--- src/rtl/dbuf_pkg.sv ---
// rtl/dbuf_pkg.sv - shared constants and per-channel state type for the digital buffer filter
package dbuf_pkg;

    localparam int DBUF_SYNC_MIN  = 2;
    localparam int DBUF_SYNC_MAX  = 4;
    // Widest deglitch counter any instance may use; narrower counters live in the low bits.
    localparam int DBUF_CNT_MAXW  = 16;

    typedef struct packed {
        logic                     st;
        logic [DBUF_CNT_MAXW-1:0] cnt;
    } dbuf_ch_st_t;

endpackage

--- src/rtl/dbuf_filt_ch.sv ---
// rtl/dbuf_filt_ch.sv - one channel: synchroniser chain, deglitch counter, filtered state and change pulse
module dbuf_filt_ch
    import dbuf_pkg::*;
#(
    parameter int CNTW        = 4,
    parameter int SYNC_STAGES = 2,
    parameter bit RST_VAL     = 1'b0
) (
    input  logic            clk,
    input  logic            rst,
    input  logic            i,
    input  logic [CNTW-1:0] flt_len,
    input  logic            hold,
    output logic            st,
    output logic            chg,
    output logic            busy,
    output logic [CNTW-1:0] cnt
);

    logic [SYNC_STAGES-1:0]   sync_q;
    logic                     synced;
    dbuf_ch_st_t              r;
    logic [DBUF_CNT_MAXW-1:0] len_ext;

    assign synced  = sync_q[SYNC_STAGES-1];
    assign len_ext = DBUF_CNT_MAXW'(flt_len);

    // Synchroniser shift chain; keeps running while the filter is frozen.
    always_ff @(posedge clk) begin
        if (rst) begin
            sync_q <= {SYNC_STAGES{RST_VAL}};
        end else begin
            sync_q <= {sync_q[SYNC_STAGES-2:0], i};
        end
    end

    // Deglitch filter: st follows synced only after flt_len+1 consecutive mismatch cycles.
    always_ff @(posedge clk) begin
        if (rst) begin
            r.st  <= RST_VAL;
            r.cnt <= '0;
            chg   <= 1'b0;
        end else if (hold) begin
            r.cnt <= '0;
            chg   <= 1'b0;
        end else if (synced == r.st) begin
            r.cnt <= '0;
            chg   <= 1'b0;
        end else if (r.cnt >= len_ext) begin
            // >= so that lowering flt_len mid-count resolves on the very next edge.
            r.st  <= synced;
            r.cnt <= '0;
            chg   <= 1'b1;
        end else begin
            r.cnt <= r.cnt + DBUF_CNT_MAXW'(1);
            chg   <= 1'b0;
        end
    end

    assign st   = r.st;
    assign cnt  = r.cnt[CNTW-1:0];
    assign busy = (synced != r.st) && !hold;

endmodule

--- src/rtl/dbuf_filt_multi.sv ---
// rtl/dbuf_filt_multi.sv - NCH-channel synchronising deglitch buffer with polarity and freeze control
module dbuf_filt_multi
    import dbuf_pkg::*;
#(
    parameter int NCH         = 4,
    parameter int CNTW        = 4,
    parameter int SYNC_STAGES = 2,
    parameter bit RST_VAL     = 1'b0
) (
    input  logic            clk,
    input  logic            rst,
    input  logic            CELV,
    input  logic            CELG,
    input  logic            SUB,
    input  logic [NCH-1:0]  i,
    input  logic [CNTW-1:0] flt_len,
    input  logic [NCH-1:0]  inv,
    input  logic [NCH-1:0]  hold,
    output logic [NCH-1:0]  o,
    output logic [NCH-1:0]  chg,
    output logic [NCH-1:0]  busy
);

    logic [NCH-1:0]  st;
    logic [CNTW-1:0] cnt [NCH];

    // Supply pins are carried through the hierarchy for connectivity only.
    logic supply_unused;
    assign supply_unused = CELV ^ CELG ^ SUB;

    genvar n;
    generate
        for (n = 0; n < NCH; n++) begin : g_ch
            dbuf_filt_ch #(
                .CNTW        (CNTW),
                .SYNC_STAGES (SYNC_STAGES),
                .RST_VAL     (RST_VAL)
            ) u_ch (
                .clk     (clk),
                .rst     (rst),
                .i       (i[n]),
                .flt_len (flt_len),
                .hold    (hold[n]),
                .st      (st[n]),
                .chg     (chg[n]),
                .busy    (busy[n]),
                .cnt     (cnt[n])
            );

            // A change pulse can only repeat back-to-back when filtering is bypassed.
            a_chg_pulse : assert property (@(posedge clk) disable iff (rst)
                chg[n] |=> (!chg[n] || flt_len == '0));

            // The counter is bounded by the length in force when it was last advanced.
            a_cnt_bound : assert property (@(posedge clk) disable iff (rst)
                cnt[n] <= $past(flt_len));
        end
    endgenerate

    // Polarity is applied after the filter so toggling inv never produces a chg pulse.
    assign o = st ^ inv;

    a_sync_range : assert property (@(posedge clk)
        SYNC_STAGES >= DBUF_SYNC_MIN && SYNC_STAGES <= DBUF_SYNC_MAX);

    a_cntw_range : assert property (@(posedge clk)
        CNTW >= 1 && CNTW <= DBUF_CNT_MAXW);

endmodule

--- config.mk ---
export PLATFORM = sky130hd
export DESIGN_NAME = dbuf_filt_multi
export DESIGN_NICKNAME = d
export VERILOG_FILES = /design/src/rtl/dbuf_pkg.sv /design/src/rtl/dbuf_filt_ch.sv /design/src/rtl/dbuf_filt_multi.sv
export SDC_FILE = /design/constraint.sdc
export NUM_CORES = 1
export LEC_CHECK = 0
export CAP_MARGIN = 20
export CELL_PAD_IN_SITES_DETAIL_PLACEMENT = 1
export CELL_PAD_IN_SITES_GLOBAL_PLACEMENT = 1
export CORE_UTILIZATION = 43
export DETAILED_ROUTE_END_ITERATION = 8
export GPL_TIMING_DRIVEN = 0
export PLACE_DENSITY_LB_ADDON = 0.3
export SETUP_SLACK_MARGIN = 0.05
export SYNTH_ARGS = -nofsm -noshare
export SYNTH_HDL_FRONTEND = slang
export SYNTH_SLANG_ARGS = --single-unit
--- constraint.sdc ---
create_clock -name clk -period 2.48 [get_ports clk]
set_clock_uncertainty 0.1 [all_clocks]
set_input_delay 0.248 -clock clk [delete_from_list [all_inputs] [get_ports clk]]
set_output_delay 0.248 -clock clk [all_outputs]
set_load 0.01 [all_outputs]
# == After elaboration in Yosys (flattened, before gate mapping) ==
# Index checks and enable logic that the tools add are counted.
# W data, S select, Z words.
# totals
ff_bits,80
in_bits,21
output_inout_bits,12
wordCells,65
# classes
n_addsub,4
magnitude_cmp,4
eq_ne,8
n_mux,4
n_bitwise,9
reduce_logical,20
# ops
cell,count
$add A16 B1 Y16 const B,4
$ge A16 B4 Y1,4
$reduce_or A4 Y1,4
$reduce_and A3 Y1,4
$reduce_or A3 Y1,4
$not A1 Y1,8
$eq A1 B1 Y1,4
$logic_and A1 B1 Y1,4
$logic_not A1 Y1,4
$mux W1,4
$ne A1 B1 Y1,4
$xor A4 B4 Y4,1

# == Longest topological paths before layout ==
# logic_depth
ltp_word,3
depth_mapped,6
mapped_depth_nobuf,6

# == Hierarchy ==
# A second synthesis with hierarchy kept.
# hier_totals
cells_unflattened,272
area_unflattened_um2,2857.7
# modules_own_cells
mod,instances,cells_each,area_per_inst_um2,seq_area_each_um2
dbuf_filt_ch,4,67,705.7,400.4
dbuf_filt_multi,1,4,35.0,0.0

# == Worst setup path after synthesis ==
# No wires, ideal clock.
# synth_timing
kind,input to register
startpoint,input flt_len[3]
endpoint,"register, netlist name g_ch[1].u_ch.st"
setup_ns,0.082
arrival_ns,1.569
required_time_ns,2.298
slack_ns,0.729
path_stages,6
path_buffers,0
cell_sequence,inv_1 > ha_1 > a211oi_1 > nand4_1 > or4b_1 > o2111ai_1
# synth_between
elab_chain_len,2
# synth_rtl
element,line_no,text
from (decl),dbuf_filt_multi.sv:16,"input logic [CNTW-1:0] flt_len,"
$ge A16 B4 Y1,dbuf_filt_ch.sv:49,end else if (r.cnt >= len_ext) begin
$reduce_and A3 Y1 (no line),n/a,
# No other way between the ends.
# A chain may end at the register's enable or synchronous reset.

# == Worst setup path in the final report ==
# layout_timing
startpoint,input flt_len[3]
endpoint,"register, netlist name g_ch[1].u_ch.st"
# layout_between
elab_chain_len,2
# layout_rtl
element,line_no
$ge A16 B4 Y1,dbuf_filt_ch.sv:49
$reduce_and A3 Y1 (no line),n/a
# No other way between the ends.

==> impl_metrics.env <==
export IMPL_hp_class="flop to flop"
export IMPL_finalHoldViolations=0
export IMPL_finalPower_mw=2.52
export IMPL_period_minus_slack_ps=2130
export IMPL_grt_start_max_net_pins=13
export IMPL_first_iter_violations=27
export IMPL_cts_buffers=9
export IMPL_cp_start_kind="input port"
export IMPL_diodes=0
export IMPL_numPortBuffers=29
export IMPL_clock_fmax_ghz=0.468
export IMPL_peakVddDrop_mv=0.387
export IMPL_pwr_share_comb_pct=5.0
export IMPL_vias=1956
export IMPL_grt_ovfl_total=0
export IMPL_drive_above_1_share_pct=7.04
export IMPL_slowest_delay_ps=550
export IMPL_ctsResizeCount=0
export IMPL_first_pass_iters=4
export IMPL_cts_tree="yes"
export IMPL_setup_viol=0
export IMPL_p_int_mw=2.02
export IMPL_synth_edff_count=0
export IMPL_p_clk_share_pct=41.4
export IMPL_timing_setup_tns_ps=0
export IMPL_antenna_found_initial=0
export IMPL_synth_area_per_cell_um2=10.8
export IMPL_switching_share_pct=19.9
export IMPL_mostFrequentLayoutCells="80 x dfxtp_1, 44 x conb_1, 36 x nor2_1"
export IMPL_crit_path_end_kind="flop"
export IMPL_ys_seq_elements=80
export IMPL_clock_path_buffers=2
export IMPL_min_to="g_ch[2].u_ch.sync_q[1]$_SDFF_PP0_"
export IMPL_hpwl_um=3900
export IMPL_core_area_um2=6060
export IMPL_fin_hold_ws_ps=346
export IMPL_p_sw_uw=500
export IMPL_synth_distinct_cells=24
export IMPL_hold_depth=1
export IMPL_path_cells="clkdlybuf4s50_1 > inv_1 > ha_1 > a211oi_1 > nand4_1 > or4b_1 > o2111ai_1"
export IMPL_insertion_delay_ps=340
export IMPL_final_nets=378
export IMPL_io_pins=33
export IMPL_reg2reg_to="g_ch[1].u_ch.st$_SDFFE_PP0P_"
export IMPL_min_delay_start="g_ch[2].u_ch.sync_q[0]$_SDFF_PP0_"
export IMPL_synthTopCellsByArea="dfxtp_1 58%, ha_1 9.1%, nor2_1 4.9%"
export IMPL_status="complete, no violations"
export IMPL_cts_setup_buffers=0
export IMPL_die_w_um=82.0
export IMPL_drv_slew=0
export IMPL_dieArea_um2=6730
export IMPL_crit_fanout=4
export IMPL_timing_rr_start="g_ch[1].u_ch.cnt[3]$_SDFF_PP0_"
export IMPL_wirelength_um=5450
export IMPL_start_util_pct=45.4
export IMPL_path_buf_inv=2
export IMPL_p_per_area_nw_per_um2=715
export IMPL_maxCapViolCount=0
export IMPL_wl_per_cell_um=13.1
export IMPL_async_flop_share_pct=0
export IMPL_viasPerCell=4.70
export IMPL_cts_sinks=80
export IMPL_cp_slowest_cell="or4b_1"
export IMPL_yosys_warnings=0
export IMPL_crit_required_ps=2640
export IMPL_grt_pass1_vias=2035
export IMPL_h_tree_depth=3
export IMPL_yosysTopAreaCell="dfxtp_1"
export IMPL_fp_row_count=28
export IMPL_syn_to_final_growth_pct=27.8
export IMPL_yosysSeqAreaShare_pct=58.2
export IMPL_fin_crit_sh_pct=86.1
export IMPL_clkTransAtPathRegs_ps=70
export IMPL_hold_buffers=0
export IMPL_p_seq_share_pct=53.6
export IMPL_worstRegToRegCells=5
export IMPL_grt_pass1_wl_um=9020
export IMPL_netlist_area_leader_share_pct=58.2
export IMPL_critPathTopFamily="simple AND/OR/NAND/NOR gates"
export IMPL_r2r_slack_ps=520
export IMPL_gp_congestion=0.753
export IMPL_cts_root_buf="clkbuf_8"
export IMPL_arrival_ps=2290
export IMPL_syn_area_um2=2750
export IMPL_track_usage_pct=18.6
export IMPL_post_route_util_pct=58.1
export IMPL_die_h_um=82.0
export IMPL_worstSetupPathType="input port to flop"
export IMPL_rsz0062_at_grt="no"
export IMPL_yosys_most_used_dff="dfxtp_1"
export IMPL_final_common_cell="dfxtp_1"
export IMPL_drtAntennaViolNets=0
export IMPL_p_leak_nw=1.47
export IMPL_synthCells=254
export IMPL_post_route_drc_count=0
[worst max path at each step]
stage | start | to | slack (ps) | depth (start not counted)
after floorplan | flt_len[3] | g_ch[1].u_ch.st$_SDFFE_PP0P_ | 730 | 6
after global placement | flt_len[3] | g_ch[2].u_ch.st$_SDFFE_PP0P_ | 30 | 7
after detailed placement | flt_len[3] | g_ch[2].u_ch.st$_SDFFE_PP0P_ | -20 | 7
after CTS | flt_len[3] | g_ch[2].u_ch.st$_SDFFE_PP0P_ | 340 | 7
after global routing | flt_len[3] | g_ch[1].u_ch.st$_SDFFE_PP0P_ | 160 | 7
final | flt_len[3] | g_ch[1].u_ch.st$_SDFFE_PP0P_ | 350 | 7
[logic make-up after synthesis]
| logic type | synth area share (%) |
|---|---|
| xor gates and xnor gates | 6.36 |
| adders and majority gates | 9.09 |
| DFF | 58.2 |
| other | 0.136 |
| AOI/OAI and AO/OA | 4.00 |
| and+or+nand+nor | 18.3 |
| buffers and inverters | 3.95 |
[metrics by stage]
stage	setup WS (ps)	cell area (µm²)	cells
final	345	3520	416
after global routing	157	3520	416
after CTS	338	3520	416
after detailed placement	-22.8	3300	401
after global placement	28.9	3300	401
after floorplan	729	2910	297
[flip-flops by register name, summed over array words and instances (netlist names)]
| name | count |
|---|---|
| g_ch.u_ch.chg | 4 |
| g_ch.u_ch.r | 48 |
| g_ch.u_ch.cnt | 16 |
| g_ch.u_ch.sync_q | 8 |
| g_ch.u_ch.st | 4 |
[layout make-up]
| cell class | count | area, µm² |
|---|---|---|
| multi-input combinational | 196 | 1200 |
| fill | 706 | 2540 |
| clock buffer | 12 | 155 |
| tap | 75 | 93.8 |
| buffer | 10 | 67.6 |
| sequential | 80 | 1600 |
| timing repair buffer | 29 | 290 |
| clock inverter | 3 | 65.1 |
| inverter | 11 | 41.3 |
[Yosys cell counts, types with 5 or more instances]
master   number
dfxtp_1      80
nand2_1      12
nor4_1        8
inv_1        11
nand3_1       8
xnor2_1       8
nor2_1       36
nor2b_1       8
nor3b_1       5
ha_1         20
xor2_1       12
buf_4         8
or3_1         6
[power groups by stage]
| stage | clock [mW] | combinational [mW] | sequential, mW |
|---|---|---|---|
| floorplan | 0 | 0.0596 | 1.37 |
| global placement | 0 | 0.121 | 1.38 |
| detailed placement | 0 | 0.125 | 1.38 |
| CTS | 1.07 | 0.127 | 1.35 |
| global route | 1.13 | 0.142 | 1.35 |
| finish | 1.04 | 0.127 | 1.35 |
[metal layers]
metal | part of all wire, % | track usage (%)
met5 | 0 | 0
met4 | 2.2 | 8.42
met3 | 3.1 | 5.67
met2 | 52 | 34.1
met1 | 42 | 19.2
Power figures use the tool's default switching activity.
